[src/rtl/cic_pkg.sv]
// Shared types and helpers for the time-shared I/Q CIC decimator.
package cic_pkg;

  typedef enum logic [1:0] {
    IDLE   = 2'd0,
    COMB_I = 2'd1,
    COMB_Q = 2'd2,
    OUT    = 2'd3
  } state_t;

  function automatic int unsigned cic_accw(input int unsigned in_w, input int unsigned n,
                                           input int unsigned r);
    return in_w + n * $clog2(r);
  endfunction

  // y is an accw-bit value sign-extended to 64 bits; result is ow bits sign-extended.
  function automatic logic signed [63:0] scale_out(input logic signed [63:0] y,
                                                   input int unsigned accw,
                                                   input int unsigned ow,
                                                   input bit rnd);
    longint v;
    longint vmax;
    v    = y;
    vmax = (longint'(1) <<< (ow - 1)) - longint'(1);
    if (accw > ow) begin
      if (rnd) begin
        v = v + (longint'(1) <<< (accw - ow - 1));
      end
      v = v >>> (accw - ow);
      // Only the positive rail can overflow after adding the half-LSB.
      if (rnd && (v > vmax)) begin
        v = vmax;
      end
    end else begin
      v = v <<< (ow - accw);
    end
    return v;
  endfunction

endpackage

[src/rtl/cic_decim_iq_integ.sv]
// N-stage pipelined integrator chain for one rail, modular ACCW-bit arithmetic.
module cic_integ_chain #(
  parameter int unsigned IN_WIDTH = 18,
  parameter int unsigned ACCW     = 28,
  parameter int unsigned N        = 5
) (
  input  logic                       clk_i,
  input  logic                       rst_n_i,
  input  logic                       en_i,
  input  logic signed [IN_WIDTH-1:0] din_i,
  output logic        [ACCW-1:0]     dout_o
);

  logic [ACCW-1:0] stage_q [N];

  always_ff @(posedge clk_i) begin
    if (!rst_n_i) begin
      for (int k = 0; k < int'(N); k++) stage_q[k] <= '0;
    end else if (en_i) begin
      stage_q[0] <= stage_q[0] + ACCW'(din_i);
      for (int k = 1; k < int'(N); k++) stage_q[k] <= stage_q[k] + stage_q[k-1];
    end
  end

  assign dout_o = stage_q[N-1];

endmodule

[src/rtl/cic_decim_iq.sv]
// Time-shared I/Q CIC decimator: parallel integrators, serial comb (I then Q).
// Define CIC_ROUND_EN for round-half-up with saturation at the output slice.
import cic_pkg::*;

module cic_decim_iq #(
  parameter int unsigned IN_WIDTH  = 18,
  parameter int unsigned OUT_WIDTH = 24,
  parameter int unsigned N         = 5,
  parameter int unsigned R         = 3
) (
  input  logic                        adc_clk,
  input  logic                        reset_n,
  input  logic                        in_strobe,
  input  logic signed [IN_WIDTH-1:0]  in_data_i,
  input  logic signed [IN_WIDTH-1:0]  in_data_q,
  output logic                        out_strobe,
  output logic signed [OUT_WIDTH-1:0] out_data_i,
  output logic signed [OUT_WIDTH-1:0] out_data_q,
  output logic                        overrun
);

  localparam int unsigned ACCW = cic_accw(IN_WIDTH, N, R);
  localparam int unsigned DW   = $clog2(R);
  localparam int unsigned SW   = (N > 1) ? $clog2(N) : 1;
`ifdef CIC_ROUND_EN
  localparam bit RoundEn = 1'b1;
`else
  localparam bit RoundEn = 1'b0;
`endif

  logic [ACCW-1:0] integ_i, integ_q;

  cic_integ_chain #(.IN_WIDTH(IN_WIDTH), .ACCW(ACCW), .N(N)) u_integ_i (
    .clk_i(adc_clk), .rst_n_i(reset_n), .en_i(in_strobe), .din_i(in_data_i), .dout_o(integ_i)
  );
  cic_integ_chain #(.IN_WIDTH(IN_WIDTH), .ACCW(ACCW), .N(N)) u_integ_q (
    .clk_i(adc_clk), .rst_n_i(reset_n), .en_i(in_strobe), .din_i(in_data_q), .dout_o(integ_q)
  );

  state_t                        state_q, state_d;
  logic        [DW-1:0]          dcnt_q, dcnt_d;
  logic                          ev_q, ev_d;
  logic        [SW-1:0]          s_q, s_d;
  logic signed [ACCW-1:0]        acc_i_q, acc_i_d, acc_q_q, acc_q_d;
  logic signed [ACCW-1:0]        dly_i_q [N];
  logic signed [ACCW-1:0]        dly_i_d [N];
  logic signed [ACCW-1:0]        dly_q_q [N];
  logic signed [ACCW-1:0]        dly_q_d [N];
  logic                          out_strobe_q, out_strobe_d;
  logic signed [OUT_WIDTH-1:0]   out_i_q, out_i_d, out_q_q, out_q_d;
  logic                          overrun_q, overrun_d;
  logic signed [ACCW-1:0]        diff_i, diff_q;
  logic                          last_stage;

  always_ff @(posedge adc_clk) begin
    if (!reset_n) begin
      state_q      <= IDLE;
      dcnt_q       <= '0;
      ev_q         <= 1'b0;
      s_q          <= '0;
      acc_i_q      <= '0;
      acc_q_q      <= '0;
      for (int k = 0; k < int'(N); k++) begin
        dly_i_q[k] <= '0;
        dly_q_q[k] <= '0;
      end
      out_strobe_q <= 1'b0;
      out_i_q      <= '0;
      out_q_q      <= '0;
      overrun_q    <= 1'b0;
    end else begin
      state_q      <= state_d;
      dcnt_q       <= dcnt_d;
      ev_q         <= ev_d;
      s_q          <= s_d;
      acc_i_q      <= acc_i_d;
      acc_q_q      <= acc_q_d;
      dly_i_q      <= dly_i_d;
      dly_q_q      <= dly_q_d;
      out_strobe_q <= out_strobe_d;
      out_i_q      <= out_i_d;
      out_q_q      <= out_q_d;
      overrun_q    <= overrun_d;
    end
  end

  always_comb begin
    state_d      = state_q;
    dcnt_d       = dcnt_q;
    ev_d         = 1'b0;
    s_d          = s_q;
    acc_i_d      = acc_i_q;
    acc_q_d      = acc_q_q;
    dly_i_d      = dly_i_q;
    dly_q_d      = dly_q_q;
    out_strobe_d = 1'b0;
    out_i_d      = out_i_q;
    out_q_d      = out_q_q;
    overrun_d    = overrun_q;
    diff_i       = acc_i_q - dly_i_q[s_q];
    diff_q       = acc_q_q - dly_q_q[s_q];
    last_stage   = (s_q == SW'(N - 1));

    if (in_strobe) begin
      ev_d   = (dcnt_q == DW'(R - 1));
      dcnt_d = ev_d ? '0 : dcnt_q + DW'(1);
    end

    // An event seen while the comb is busy is dropped, never queued.
    if (ev_q && (state_q != IDLE)) begin
      overrun_d = 1'b1;
    end

    case (state_q)
      IDLE: begin
        if (ev_q) begin
          state_d = COMB_I;
          s_d     = '0;
          acc_i_d = signed'(integ_i);
          acc_q_d = signed'(integ_q);
        end
      end
      COMB_I: begin
        acc_i_d        = diff_i;
        dly_i_d[s_q]   = acc_i_q;
        s_d            = last_stage ? '0 : s_q + SW'(1);
        if (last_stage) state_d = COMB_Q;
      end
      COMB_Q: begin
        acc_q_d        = diff_q;
        dly_q_d[s_q]   = acc_q_q;
        s_d            = last_stage ? '0 : s_q + SW'(1);
        // Final Q difference is scaled straight off the subtractor so the pair lands in OUT.
        if (last_stage) begin
          state_d      = OUT;
          out_strobe_d = 1'b1;
          out_i_d      = OUT_WIDTH'(scale_out(64'(acc_i_q), ACCW, OUT_WIDTH, RoundEn));
          out_q_d      = OUT_WIDTH'(scale_out(64'(diff_q), ACCW, OUT_WIDTH, RoundEn));
        end
      end
      OUT: begin
        state_d = IDLE;
      end
      default: begin
        state_d = IDLE;
      end
    endcase
  end

  assign out_strobe = out_strobe_q;
  assign out_data_i = out_i_q;
  assign out_data_q = out_q_q;
  assign overrun    = overrun_q;

endmodule
[config.mk]
export PLATFORM = sky130hd
export DESIGN_NAME = cic_decim_iq
export DESIGN_NICKNAME = d
export VERILOG_FILES = /design/src/rtl/cic_pkg.sv /design/src/rtl/cic_decim_iq_integ.sv /design/src/rtl/cic_decim_iq.sv
export SDC_FILE = /design/constraint.sdc
export NUM_CORES = 2
export LEC_CHECK = 0
export CORE_MARGIN = 2
export CORE_UTILIZATION = 60
export CTS_BUF_LIST = sky130_fd_sc_hd__clkbuf_4 sky130_fd_sc_hd__clkbuf_8 sky130_fd_sc_hd__clkbuf_16
export DETAILED_ROUTE_END_ITERATION = 10
export PLACE_DENSITY_LB_ADDON = 0.2
export SETUP_SLACK_MARGIN = 0.5
export SLEW_MARGIN = 20
export SYNTH_ARGS = -nofsm -noshare
export SYNTH_HDL_FRONTEND = slang
export SYNTH_SLANG_ARGS = --single-unit
[constraint.sdc]
create_clock -name adc_clk -period 10.9 [get_ports adc_clk]
set_input_delay 2.18 -clock adc_clk [delete_from_list [all_inputs] [get_ports adc_clk]]
set_output_delay 2.18 -clock adc_clk [all_outputs]
set_load 0.005 [all_outputs]
# Word level (Yosys, flattened, before mapping)
# Memory sizes are Yosys's and may differ from the RTL's.
# Index checks and enable logic that the tools add are counted.
[word_totals] n_memories=2 word_cells=109 register_bits=394 out_inout_bits=50 ram_bits=280
[mem_list] memory="u_integ_i.stage_q" depth=5 word_bits=28 read_ports=5 rd_ports_with_merged_regs=0 wr=5 line="cic_decim_iq_integ.sv:14" source="logic [ACCW-1:0] stage_q [N];"
[mem_list] memory="u_integ_q.stage_q" depth=5 word_bits=28 read_ports=5 rd_ports_with_merged_regs=0 wr=5 line="cic_decim_iq_integ.sv:14"
[classes] n_reduce_logical=15 n_lt_le_gt_ge=2 bitwise=11 add_sub_neg=14 eq_ne=8 n_mux=37
[ops] cell="2-to-1 mux 28 bit" count=17
[ops] cell="adder 28 bit" count=10
[ops] cell="bitwise mux 140 bit" count=2
[ops] cell="binary-select mux 28 bit (select 3 bit)" count=2
[ops] cell="case mux 28 bit (2 select lines)" count=2
[ops] cell="demux 28 bit (select 3 bit)" count=1
[ops] cell="subtractor 28 bit" count=2
[ops] cell="AND reduction 2 bit" count=6
[ops] cell="bitwise OR 1 bit" count=10
[ops] cell="2-to-1 mux 2 bit" count=4
[ops] cell="case mux 2 bit (4 select lines)" count=1
[ops] cell="nonzero test 2 bit" count=4
[ops] cell="== test 2 bit (second input constant)" count=3
[ops] cell="2-to-1 mux 3 bit" count=2
[ops] cell="!= test 2 bit (second input constant)" count=3
[ops] cell="case mux 3 bit (2 select lines)" count=1
[ops] cell="2-to-1 mux 1 bit" count=5
[ops] cell="greater-or-equal comparator 4 bit (second input constant)" count=1
[ops] cell="less-than comparator 4 x 1 -> 1 bit (second input constant)" count=1
[ops] cell="inverter 3 -> 4 bit" count=1
[ops] cell="adder 3 x 1 -> 3 bit (second input constant)" count=1
[ops] cell="== test 3 bit (second input constant)" count=1
[ops] cell="AND reduction 3 bit" count=1
[ops] cell="adder 2 x 1 -> 2 bit (second input constant)" count=1
[ops] cell="other kinds (4)" count=5

# Logic depth before layout (Yosys ltp)
[logic_depth] depth_word=6 mapped_depth=19 depth_no_buf=16

# Hierarchy
# From an unflattened synthesis, not the netlist that was laid out.
[hier_totals] cells_unflattened=5060 hier_area_um2=43618.1
[by_module_without_submodules] module="cic_decim_iq" seq_area_each_um2=7887.6 n_inst=1 cells_each=2334 area_per_inst_um2=18866.8
[by_module_without_submodules] module="cic_integ_chain at u_integ_i" seq_area_each_um2=4204.0 n_inst=1 cells_each=1376 area_per_inst_um2=12468.2
[by_module_without_submodules] module="cic_integ_chain at u_integ_q" seq_area_each_um2=4204.0 n_inst=1 cells_each=1350 area_per_inst_um2=12283.0

# Worst setup path after synthesis
# Ideal clock, no wire load.
[synth_path] path_kind="input -> register" startpoint="in reset_n" endpoint="mem u_integ_i.stage_q[0][0] (enable)" t_arrival_ns=7.263 path_stages=3 required_time_ns=8.786 setup_ns=2.114 path_slack_ns=1.523 n_path_buf=2 cell_sequence="clkbuf_1 -> clkbuf_1 -> nand2_1"
[synth_lines] item="start: declaration" line="cic_decim_iq.sv:12" source="input logic reset_n,"
[synth_lines] item="end: declaration" line="cic_decim_iq_integ.sv:14"

# Worst setup path after layout
[layout_path] startpoint="reg s_q[0]" endpoint="reg acc_i_q[26]"
[layout_between] elab_chain_cells=6
[layout_rtl] item="start: declaration" line="cic_decim_iq.sv:43" source="logic [SW-1:0] s_q, s_d;"
[layout_rtl] item="start signal: assignment" line="cic_decim_iq.sv:60" source="s_q <= '0;"
[layout_rtl] item="start signal: assignment" line="cic_decim_iq.sv:75" source="s_q <= s_d;"
[layout_rtl] item="inverter 3 -> 4 bit (not written as such)" line="cic_decim_iq.sv:100" source="diff_i = acc_i_q - dly_i_q[s_q];"
[layout_rtl] item="binary-select mux 28 bit (select 3 bit)" line="cic_decim_iq.sv:100"
[layout_rtl] item="2-to-1 mux 28 bit (not written as such) (2 in series)" line="cic_decim_iq.sv:100"
[layout_rtl] item="subtractor 28 bit" line="cic_decim_iq.sv:100"
[layout_rtl] item="case mux 28 bit (2 select lines)" line="cic_decim_iq.sv:114" source="case (state_q)"
[layout_rtl] item="end signal: assignment" line="cic_decim_iq.sv:76" source="acc_i_q <= acc_i_d;"
[layout_rtl] item="end: declaration" line="cic_decim_iq.sv:44" source="logic signed [ACCW-1:0] acc_i_q, acc_i_d, acc_q_q, acc_q_d;"
# No other way between the ends. The select of a mux whose other input is x is not followed.
# A chain may end at the register's enable or synchronous reset.

==> flow_summary.toml <==
[floorplanning]
dieHeight_um = 264
coreArea_mm2 = 0.0669
die_w_um = 264
fp.dieArea_mm2 = 0.0695
rows = 95
num_io_pins = 89
start_util = 0.604

[power_and_ir_drop]
peakVddDrop_v = 0.000102
p_comb_frac = 0.220
p_seq_frac = 0.411
swShare = 0.290
power_density_mw_per_mm2 = 159
clockPowerShare = 0.369
power.total_w = 0.00712
p_int_w = 0.00506
p_leak_nw = 17.6
p_sw_w = 0.00206

[global_route]
grt_pass1_vias = 31111
grt_use_met1 = 0.381
overflow = 0
grt.total_usage = 0.278
grt_max_degree = 212
grt_first_pass_wirelength_um = 159000
grtUsageMet2 = 0.462
grt_use_met3 = 0.0370
top_usage_layer = "met2"
antenna_found_initial = 0

[sta]
finalSetupTns_ps = 0
finalHoldViolations = 0
setup_viol = 0
slew_headroom = 0.245
period_minus_slack_ps = 5310
finalCritPeriodShare = 0.488
max_freq_mhz = 188
tightest_slew_ps = 1130
slew_violations = 0
finClkSkew_ps = 19.9
rsz0062_at_grt = "false"
finalWorstSetupSlack_ps = 5590

[status]
status = "completed"

[synth]
ys_seq_area_frac = 0.403
ys.flop_type = "dfxtp_1"
netlist_instances = 4525
synth_area_mm2 = 0.0404
yosysMostFrequentCell = "nand2_1"
yosysWarnings = 0
synthTopCellsByArea = "edfxtp_1 21%, dfxtp_1 20%, ha_1 10%"
synth-edff-count = 280
syn_avg_cell_area_um2 = 8.94
synth_top_cell_area_share = 0.208
yosys.cell_types.count = 89
synthTopCellsByCount = "818 x nand2_1, 587 x a21oi_1, 394 x dfxtp_1"
syn-num-nets = 4909
synth_area_leader_cell = "edfxtp_1"
synthArstFlopShare = 0
ys_seq_elements = 674

[finish]
num-fill-cells = 5405
design_area_mm2 = 0.0447
nets = 4913
syn_to_final_growth_pct = 10.5
drive_gt1_frac = 0.0636
n_antenna_cell = 0

[clocking]
post_cts_buffers = 0
clk_latency_ps = 620
clock_sinks = 674
clock_tree.buffer_depth = 3
numCtsBuffers = 73
cts_tree = "yes"
cts-root-buf = "clkbuf_16"
cts-htree-levels = 3
path_clk_slew_ps = 60
cts_resized = 0
hold_buffers = 0

[flow_run]
cap_violations = 0

[route]
vias = 32895
drtIter0Drc = 2632
wl_um = 98100
postRouteAntennaNets = 0
wire_per_inst_um = 18.0
vias_per_cell = 6.02
drt_first_pass_iters = 6
drc = 0

[setup_path]
start_kind = "flip-flop"
critPathKind = "flip-flop to flip-flop"
crit_arrival_ps = 5850
critPathRequiredTime_ps = 11430
crit_fanout = 44
cp-end-kind = "flip-flop"

[placement]
dp_slack_ps = 5430
io_buffers = 88
place_area_mm2 = 0.0421
routabilityCongestion = 0.910
dpl.hpwl_um = 65700

[worst_hold_path]
hp-class = "flip-flop to flip-flop"
-- sequential cells by signal, summed over array words and instances (netlist names) --
name	flops
s_q	3
ev_q	1
u_integ_i.stage_q	140
u_integ_q.stage_q	140
acc_i_q	28
dly_q_q	140
dly_i_q	140
out_data_i	24
out_data_q	24
out_strobe	1
overrun	1
dcnt_q	2
acc_q_q	28
state_q	2
-- power by group through the flow --
| stage | combinational [W] | sequential, W | clock, W |
|---|---|---|---|
| after global placement | 0.00152 | 0.00297 | 0 |
| after floorplan | 0.00127 | 0.00292 | 0 |
| after global routing | 0.00176 | 0.00294 | 0.00275 |
| final | 0.00157 | 0.00293 | 0.00263 |
| after CTS | 0.00156 | 0.00292 | 0.00265 |
| after detailed placement | 0.00154 | 0.00298 | 0 |
-- critical path: stages (launching register included) --
cell and delay (ps):
dfxtp_4 580, buf_4 450, nor3_2 240, buf_4 530, a22o_1 260, ha_1 180, inv_1 60, fa_1 470
a211oi_2 310, o211ai_1 210, a31oi_1 290, a22oi_1 230, a21o_1 250, a21oi_1 260, o21ai_1 130, a2111oi_0 410
a41oi_1 90, a31oi_1 240
-- logic make-up after synthesis --
kind of cell	count (synthesis)	synth area share
mux	77	0.0361
xor+xnor	256	0.0555
simple gates	1561	0.165
fa+ha+maj	345	0.109
compound gates	1319	0.204
flops	674	0.403
buf+inv	293	0.0272
-- placed cells by master (no fill, tap or decap), drive strengths merged, types with 29 or more instances in the layout --
cell / netlist / layout
buf: 18 / 32
edfxtp: 280 / 280
xor2: 120 / 120
xnor2: 136 / 136
a31oi: 35 / 35
o21bai: 29 / 29
and3: 46 / 46
nor3: 74 / 74
o21ai: 183 / 183
a211oi: 46 / 46
mux4: 55 / 55
nor2: 376 / 376
a22oi: 57 / 57
o21a: 54 / 54
inv: 101 / 104
a21oi: 591 / 591
ha: 333 / 333
dfxtp: 394 / 394
nand2: 818 / 818
nor2b: 44 / 44
nand2b: 46 / 46
clkbuf: 172 / 115
nand3: 54 / 54
clkdlybuf4s50: 0 / 87
a21o: 143 / 143
-- metrics by stage --
stage | util | std cells | hold WS (ps)
after floorplan | - | 4525 | 433
after global placement | 0.629 | 5327 | 438
after detailed placement | 0.629 | 5327 | 443
after CTS | 0.667 | 5461 | 451
after global routing | 0.667 | 5461 | 465
final | 0.667 | 5461 | 450
-- final cells by class --
type,instances,area (µm²),area share
Multi-Input combinational cell,3558,23200,0.519
Sequential cell,674,16300,0.365
Clock buffer,115,2340,0.0525
Timing Repair Buffer,119,1130,0.0254
Tap cell,873,1090,0.0245
Inverter,103,394,0.00882
Clock inverter,19,234,0.00524
-- final timing paths --
path / slack [ps] / cells past startpoint / end / start
max: 5590 / 17 / acc_i_q[26] / s_q[0]
max reg2reg: 5590 / 17 / acc_i_q[26] / s_q[0]
min reg2reg: 450 / 2 / dly_i_q[77] / dly_i_q[77]
min: 450 / 2 / dly_i_q[77] / dly_i_q[77]
-- metal layers --
| layer | share of wire | vias up |
|---|---|---|
| li1 | - | 16340 |
| met1 | 0.45 | 15515 |
| met2 | 0.47 | 900 |
| met3 | 0.066 | 140 |
| met4 | 0.020 | 0 |
| met5 | 0 | - |
Note: power is estimated with default switching activity, not from simulation.
